## src/rtl/beagleg_pkg.sv

```systemverilog
// Shared BeagleG backend definitions: FIFO geometry, SPI command codes and
// the enums used by the SPI command dispatcher.
package beagleg_pkg;

  localparam int FifoDepth         = 16;
  localparam int MotionSegmentBits = 64;

  localparam logic [7:0] CMD_STATUS     = 8'h01;
  localparam logic [7:0] CMD_WRITE_FIFO = 8'h02;
  localparam logic [7:0] CMD_FLUSH      = 8'h03;
  localparam logic [7:0] CMD_SET_ENABLE = 8'h04;

  typedef enum logic [2:0] {
    ST_IDLE          = 3'd0,
    ST_GET_CHANNEL   = 3'd1,
    ST_WRITE_PAYLOAD = 3'd2,
    ST_GET_MASK      = 3'd3,
    ST_STATUS_STREAM = 3'd4,
    ST_DISCARD       = 3'd5
  } dispatch_state_e;

  // Bit positions inside the sticky error_flags register.
  typedef enum logic [1:0] {
    ERR_UNKNOWN_CMD = 2'd0,
    ERR_BAD_CHANNEL = 2'd1,
    ERR_OVERFLOW    = 2'd2,
    ERR_ABORTED     = 2'd3
  } error_bits_e;

endpackage

```

## src/rtl/spi_command_dispatcher_free_slot_calc.sv

```systemverilog
// Per-channel free record slots (saturated to 0..255) and the minimum
// over enabled channels, which is what the host sees while idle.
module free_slot_calc #(
  parameter int NumChannels = 4,
  parameter int FifoDepth   = 16,
  parameter int RecordBytes = 8,
  parameter int LevelWidth  = 8
) (
  input  logic [NumChannels*LevelWidth-1:0] fifo_level,
  input  logic [NumChannels-1:0]            channel_enable,
  output logic [NumChannels-1:0][7:0]       free,
  output logic [7:0]                        min_free
);

  localparam int Shift = $clog2(RecordBytes);

  genvar gi;
  generate
    for (gi = 0; gi < NumChannels; gi++) begin : g_free
      logic [LevelWidth-1:0] level;
      logic [31:0]           used;
      logic [31:0]           avail;

      assign level = fifo_level[gi*LevelWidth +: LevelWidth];
      assign used  = 32'(level >> Shift);
      // A level beyond the nominal depth still reads as "no room".
      assign avail = (used >= 32'(FifoDepth)) ? 32'd0 : 32'(FifoDepth) - used;
      assign free[gi] = (avail > 32'd255) ? 8'hFF : avail[7:0];
    end
  endgenerate

  logic [7:0] min_run;
  logic       any_enabled;

  always_comb begin
    min_run     = 8'hFF;
    any_enabled = 1'b0;
    for (int k = 0; k < NumChannels; k++) begin
      if (channel_enable[k]) begin
        any_enabled = 1'b1;
        if (free[k] < min_run) min_run = free[k];
      end
    end
    min_free = any_enabled ? min_run : 8'h00;
  end

endmodule

```

## src/rtl/spi_command_dispatcher.sv

```systemverilog
// SPI command decoder: channel-addressed record writes, per-channel flush,
// enable mask, status readback and sticky protocol error flags.
module spi_command_dispatcher
  import beagleg_pkg::*;
#(
  parameter int NumChannels = 4,
  parameter int FifoDepth   = beagleg_pkg::FifoDepth,
  parameter int RecordBytes = beagleg_pkg::MotionSegmentBits / 8,
  parameter int LevelWidth  = $clog2(FifoDepth * RecordBytes) + 1
) (
  input  logic                              clk,
  input  logic                              rst,
  input  logic                              spi_cs,
  input  logic [7:0]                        rx_byte,
  input  logic                              rx_valid,
  output logic [7:0]                        tx_byte,
  input  logic [NumChannels*LevelWidth-1:0] fifo_level,
  output logic [NumChannels-1:0]            fifo_write_en,
  output logic [7:0]                        fifo_data,
  output logic [NumChannels-1:0]            fifo_flush,
  output logic [NumChannels-1:0]            channel_enable,
  output logic [3:0]                        error_flags
);

  localparam int ChWidth    = (NumChannels > 1) ? $clog2(NumChannels) : 1;
  localparam int CountWidth = (RecordBytes > 1) ? $clog2(RecordBytes) : 1;
  localparam int IdxWidth   = 4;

  dispatch_state_e         state_reg, state_next;
  logic                    write_mode_reg, write_mode_next;
  logic [ChWidth-1:0]      ch_reg, ch_next;
  logic [CountWidth-1:0]   count_reg, count_next;
  logic                    drop_reg, drop_next;
  logic [IdxWidth-1:0]     idx_reg, idx_next;
  logic [7:0]              tx_reg, tx_next;
  logic [NumChannels-1:0]  write_en_reg, write_en_next;
  logic [7:0]              data_reg, data_next;
  logic [NumChannels-1:0]  flush_reg, flush_next;
  logic [NumChannels-1:0]  enable_reg, enable_next;
  logic [3:0]              err_reg, err_next;

  logic [NumChannels-1:0][7:0] free;
  logic [7:0]                  min_free;
  logic [3:0]                  set_bits;
  logic                        clear_err;
  logic                        ch_ok;
  logic [IdxWidth-1:0]         idx_step;

  free_slot_calc #(
    .NumChannels(NumChannels),
    .FifoDepth  (FifoDepth),
    .RecordBytes(RecordBytes),
    .LevelWidth (LevelWidth)
  ) u_free_slot_calc (
    .fifo_level    (fifo_level),
    .channel_enable(enable_reg),
    .free          (free),
    .min_free      (min_free)
  );

  assign ch_ok = (rx_byte < 8'(NumChannels)) && enable_reg[rx_byte[ChWidth-1:0]];
  assign idx_step = (idx_reg <= IdxWidth'(NumChannels)) ? idx_reg + 1'b1 : idx_reg;

  always_comb begin
    state_next      = state_reg;
    write_mode_next = write_mode_reg;
    ch_next         = ch_reg;
    count_next      = count_reg;
    drop_next       = drop_reg;
    idx_next        = idx_reg;
    tx_next         = tx_reg;
    write_en_next   = '0;
    data_next       = data_reg;
    flush_next      = '0;
    enable_next     = enable_reg;
    set_bits        = 4'b0000;
    clear_err       = 1'b0;

    if (spi_cs) begin
      // Deselect wins over any same-cycle byte; a half-written record is purged.
      state_next = ST_IDLE;
      count_next = '0;
      idx_next   = '0;
      drop_next  = 1'b0;
      tx_next    = min_free;
      if (state_reg == ST_WRITE_PAYLOAD && count_reg != '0 && !drop_reg) begin
        flush_next[ch_reg]    = 1'b1;
        set_bits[ERR_ABORTED] = 1'b1;
      end
    end else begin
      case (state_reg)
        ST_IDLE: begin
          tx_next = min_free;
          if (rx_valid) begin
            tx_next = 8'h00;
            case (rx_byte)
              CMD_STATUS: begin
                state_next = ST_STATUS_STREAM;
                idx_next   = '0;
                tx_next    = free[0];
              end
              CMD_WRITE_FIFO: begin
                state_next      = ST_GET_CHANNEL;
                write_mode_next = 1'b1;
              end
              CMD_FLUSH: begin
                state_next      = ST_GET_CHANNEL;
                write_mode_next = 1'b0;
              end
              CMD_SET_ENABLE: state_next = ST_GET_MASK;
              default: begin
                state_next                = ST_DISCARD;
                set_bits[ERR_UNKNOWN_CMD] = 1'b1;
              end
            endcase
          end
        end

        ST_GET_CHANNEL: begin
          if (rx_valid) begin
            if (!ch_ok) begin
              set_bits[ERR_BAD_CHANNEL] = 1'b1;
              state_next                = ST_DISCARD;
            end else if (!write_mode_reg) begin
              flush_next[rx_byte[ChWidth-1:0]] = 1'b1;
              state_next                       = ST_DISCARD;
            end else begin
              ch_next    = rx_byte[ChWidth-1:0];
              count_next = '0;
              drop_next  = 1'b0;
              state_next = ST_WRITE_PAYLOAD;
            end
          end
        end

        ST_WRITE_PAYLOAD: begin
          if (rx_valid) begin
            // Room is judged once per record, on its first byte.
            if (count_reg == '0) begin
              drop_next = (free[ch_reg] == 8'h00);
              if (free[ch_reg] == 8'h00) set_bits[ERR_OVERFLOW] = 1'b1;
            end
            if ((count_reg == '0) ? (free[ch_reg] != 8'h00) : !drop_reg) begin
              write_en_next[ch_reg] = 1'b1;
              data_next             = rx_byte;
            end
            count_next = (count_reg == CountWidth'(RecordBytes - 1)) ? '0 : count_reg + 1'b1;
          end
        end

        ST_GET_MASK: begin
          if (rx_valid) begin
            enable_next = rx_byte[NumChannels-1:0];
            state_next  = ST_DISCARD;
          end
        end

        ST_STATUS_STREAM: begin
          if (rx_valid) begin
            idx_next = idx_step;
            if (idx_step < IdxWidth'(NumChannels)) begin
              tx_next = free[idx_step[ChWidth-1:0]];
            end else if (idx_step == IdxWidth'(NumChannels)) begin
              tx_next   = {4'b0000, err_reg};
              clear_err = 1'b1;
            end else begin
              tx_next = 8'h00;
            end
          end
        end

        default: tx_next = 8'h00;
      endcase
    end

    err_next = (clear_err ? 4'b0000 : err_reg) | set_bits;
  end

  always_ff @(posedge clk or posedge rst) begin
    if (rst) begin
      state_reg      <= ST_IDLE;
      write_mode_reg <= 1'b0;
      ch_reg         <= '0;
      count_reg      <= '0;
      drop_reg       <= 1'b0;
      idx_reg        <= '0;
      tx_reg         <= 8'h00;
      write_en_reg   <= '0;
      data_reg       <= 8'h00;
      flush_reg      <= '0;
      enable_reg     <= '1;
      err_reg        <= 4'b0000;
    end else begin
      state_reg      <= state_next;
      write_mode_reg <= write_mode_next;
      ch_reg         <= ch_next;
      count_reg      <= count_next;
      drop_reg       <= drop_next;
      idx_reg        <= idx_next;
      tx_reg         <= tx_next;
      write_en_reg   <= write_en_next;
      data_reg       <= data_next;
      flush_reg      <= flush_next;
      enable_reg     <= enable_next;
      err_reg        <= err_next;
    end
  end

  assign tx_byte        = tx_reg;
  assign fifo_write_en  = write_en_reg;
  assign fifo_data      = data_reg;
  assign fifo_flush     = flush_reg;
  assign channel_enable = enable_reg;
  assign error_flags    = err_reg;

endmodule

```

## config.mk

```make
export PLATFORM = sky130hd
export DESIGN_NAME = spi_command_dispatcher
export DESIGN_NICKNAME = d
export VERILOG_FILES = /design/src/rtl/beagleg_pkg.sv /design/src/rtl/spi_command_dispatcher_free_slot_calc.sv /design/src/rtl/spi_command_dispatcher.sv
export SDC_FILE = /design/constraint.sdc
export NUM_CORES = 1
export LEC_CHECK = 0
export CORE_MARGIN = 2
export CORE_UTILIZATION = 48
export DETAILED_ROUTE_END_ITERATION = 8
export PLACE_DENSITY_LB_ADDON = 0.1
export SLEW_MARGIN = 20
export SYNTH_ARGS = -nofsm -noshare
export SYNTH_HDL_FRONTEND = slang
export SYNTH_SLANG_ARGS = --single-unit
```

## constraint.sdc

```tcl
create_clock -name clk -period 5.3 [get_ports clk]
set_input_delay 1.06 -clock clk [delete_from_list [all_inputs] [get_ports clk]]
set_output_delay 1.06 -clock clk [all_outputs]
set_load 0.03 [all_outputs]
```

==> run metrics <==
crit-path most repeated cell ha_4; final hold vios 0; Critical Path AT 6.29 ns; post-synthesis cell type count 80; initial antenna violation count 0; YS warnings 0; Max clock buf depth 2; syn_area_per_cell 8.764 um^2; reg-to-reg startpoint channel_enable[0]; Setup WS pre-CTS -1.555 ns; routability cong. 0.8902; Initial Util 49.42%; IO buf count 63; CP Max Fanout 4; worst reg2reg setup slack 0.19 ns; DR WL/cell 16.89 um; # fillers 630; clock root buffer clkbuf_8; P_leak 0.002688 uW; Global Route Usage Sum 27.08%; Setup TNS -3.827 ns; via/cell ratio 5.872; Post-Syn Area 4040 um^2; final wirelength 12110 um; Max-Cap Viols 0; Slew @ Worst Pin 0.9673 ns; Final ANT Viol Nets 0; post-synthesis mux area share 10.00%; VDD IR max 0.1230 mV; Post-Route Skew 0.004079 ns; Synth async-reset ratio 100.0%; # setup viols final 5; grt ovf 0; Final period util 115.1%; run status finished, violations left; #FFs+latches synth 44; Final WS setup -0.8027 ns; sequential cell area fraction in the yosys report 27.38%; Syn Nets 536; Net count, final 686; reg-to-reg endpoint tx_byte[3]; CP max-delay cell or3b_4; Die ar. 9167 um^2; global-route wire length before repair 19470 um; Worst R2R Path Depth 24; Hold Crit Start fifo_data[1]; HPWL after detailed placement 8916 um; core area 8175 um^2; max_slew headroom 35.05%; complex-gate fraction of the synthesized area 22.58%; CP startpoint kind input port; H-Tree Depth 2; vias in the first global route 4087; Min-Delay Path Class reg2reg; dominant synthesized flop cell dfrtp_1; first drt pass iteration count 5; fraction of layout cells with a size suffix above 1 33.50%; Mapped Cells 461; Vias 4210; number of flip-flops in the largest register 8; Num Clock Sinks 44; CTS tree built; Max Fclk 163.9 MHz; Ports 76; delay of the slowest cell on the worst path 0.41 ns; hold_ws 0.5216 ns; chip width 95.75 um; Skew-Pair Late Insertion Delay 0.30 ns; simple-gate share of the synthesized area 24.09%; Crit path required time 5.49 ns; Site Rows 33; Antenna Cells 0; RSZ-0062 raised after global routing yes; clk slew on worst S/H paths 0.09 ns; Setup Crit Path Kind in2reg; Placed Instances 685; fin. max-slew vios 0; largest family of logic cells by synthesized area simple AND/OR/NAND/NOR gates; DR iter-0 viols 267; failing checks negative setup slack; endpoint class of the critical path register; post-synthesis xor/xnor area fraction 1.301%; hold path cells 1; Period minus WS final 6.103 ns; largest net degree at the start of global routing 45; TritonCTS buffer count 5; Post-Synth Adder-Cell Area 9.600%; PwrDens 153.4 nW/um^2; Hold Path Sink fifo_data[1]; drt drc 0; area grow syn2layout 46.18%; final cell count without fillers 717; number of synthesized flops with an enable pin 0; Die Ht 95.75 um
## routing by layer
layer / GRT usage (%) / up-vias / routed length [um]
li1: - / 2016 / -
met1: 36.54 / 2008 / 5280
met2: 45.45 / 162 / 5980
met3: 4.072 / 24 / 657
met4: 7.262 / 0 / 189
met5: 0 / - / 0
## cells in the final DEF (no fill, tap or decap), drive strengths merged, types with 9 or more instances in the layout
cell type,Yosys,layout
nand2b,10,10
dfrtp,40,40
o21ai,21,21
o21a,11,11
mux2,16,16
ha,31,31
nor2b,12,12
buf,7,96
nand3,9,9
a211oi,9,9
nand2,32,32
inv,32,30
nor3,17,17
clkdlybuf4s50,0,54
a21oi,34,34
nor2,39,39
## final cells by class
| class | instances | area, um^2 | share of cell area (%) |
|---|---|---|---|
| multi-input combinational | 371 | 3053 | 51.69 |
| sequential | 44 | 1106 | 18.73 |
| timing repair buffer | 157 | 1349 | 22.84 |
| inverter | 32 | 140.1 | 2.373 |
| clock inverter | 1 | 30.03 | 0.5085 |
| tap | 105 | 131.4 | 2.225 |
| clock buffer | 7 | 96.34 | 1.631 |
## cells in the mapped netlist (all sizes together) (3+ instances only)
| library cell | number | area share [%] |
|---|---|---|
| a2111oi | 3 | 0.65 |
| a211o | 3 | 0.65 |
| a211oi | 9 | 1.9 |
| a21o | 6 | 1.1 |
| a21oi | 34 | 4.3 |
| a22o | 3 | 0.65 |
| a22oi | 4 | 0.74 |
| a31oi | 5 | 0.77 |
| and2 | 5 | 0.84 |
| and2b | 3 | 0.65 |
| and3 | 3 | 0.50 |
| and3b | 3 | 0.68 |
| buf | 7 | 1.4 |
| clkbuf | 7 | 0.65 |
| dfrtp | 40 | 25 |
| dfstp | 4 | 2.6 |
| ha | 31 | 9.6 |
| inv | 32 | 3.0 |
| mux2 | 16 | 5.0 |
| mux2i | 4 | 0.99 |
| mux4 | 7 | 4.0 |
| nand2 | 32 | 3.0 |
| nand2b | 10 | 1.5 |
| nand3 | 9 | 1.1 |
| nand3b | 3 | 0.56 |
| nor2 | 39 | 3.6 |
| nor2b | 12 | 1.9 |
| nor3 | 17 | 2.1 |
| nor3b | 7 | 1.3 |
| nor4 | 8 | 1.4 |
| nor4b | 4 | 1.0 |
| o211ai | 4 | 0.74 |
| o21a | 11 | 2.0 |
| o21ai | 21 | 2.6 |
| o22ai | 3 | 0.46 |
| o31a | 3 | 0.65 |
| o31ai | 6 | 1.2 |
| or2 | 4 | 0.62 |
| or2b | 3 | 0.62 |
| or4 | 4 | 0.84 |
| xnor2 | 5 | 1.1 |
## where the power goes
part	total [uW]	switching, uW	internal [uW]
clock	286	120	166
sequential	353	10.7	343
combinational	266	136	131
## through the flow
step / utilization [%] / power, uW / instance area, um^2
2_1_floorplan: - / 497.5 / 4232
3_3_place_gp: 66.48 / 601.0 / 5435
3_5_place_dp: 66.48 / 607.0 / 5435
4_1_cts: 70.75 / 902.5 / 5784
5_1_grt: 72.24 / 950.4 / 5906
6_report: 72.24 / 906.0 / 5906
## kinds of logic after synthesis
kind of cell    count (synthesis)
simple gates                  174
compound gates                133
buf+inv                        46
flops                          44
fa+ha+maj                      31
mux                            27
xor+xnor                        6
## repair_timing
item | 4_1_cts | 5_1_grt
pin swaps | 30 | 10
setup endpoints to repair | 5 | 5
hold buffers | 0 | 0
gates resized for setup | 43 | 22
buffers inserted | 18 | 6
## critical path: cells and delay by family
| family | cells | cell delay (ns) |
|---|---|---|
| buffers and inverters | 7 | 0.74 |
| AOI/OAI and AO/OA | 12 | 2.10 |
| and+or+nand+nor | 5 | 1.15 |
| muxes | 1 | 0.31 |
| adders and majority gates | 5 | 0.94 |
## worst max path at each step
stage                             start         end  slack, ns
after floorplan           fifo_level[4]  tx_byte[2]      -0.68
after global placement    fifo_level[4]  tx_byte[2]      -1.41
after detailed placement  fifo_level[4]  tx_byte[2]      -1.55
after CTS                 fifo_level[4]  tx_byte[1]      -0.73
after global routing      fifo_level[4]  tx_byte[1]      -0.95
final                     fifo_level[4]  tx_byte[3]      -0.80
(Power assumes the default switching activity.)
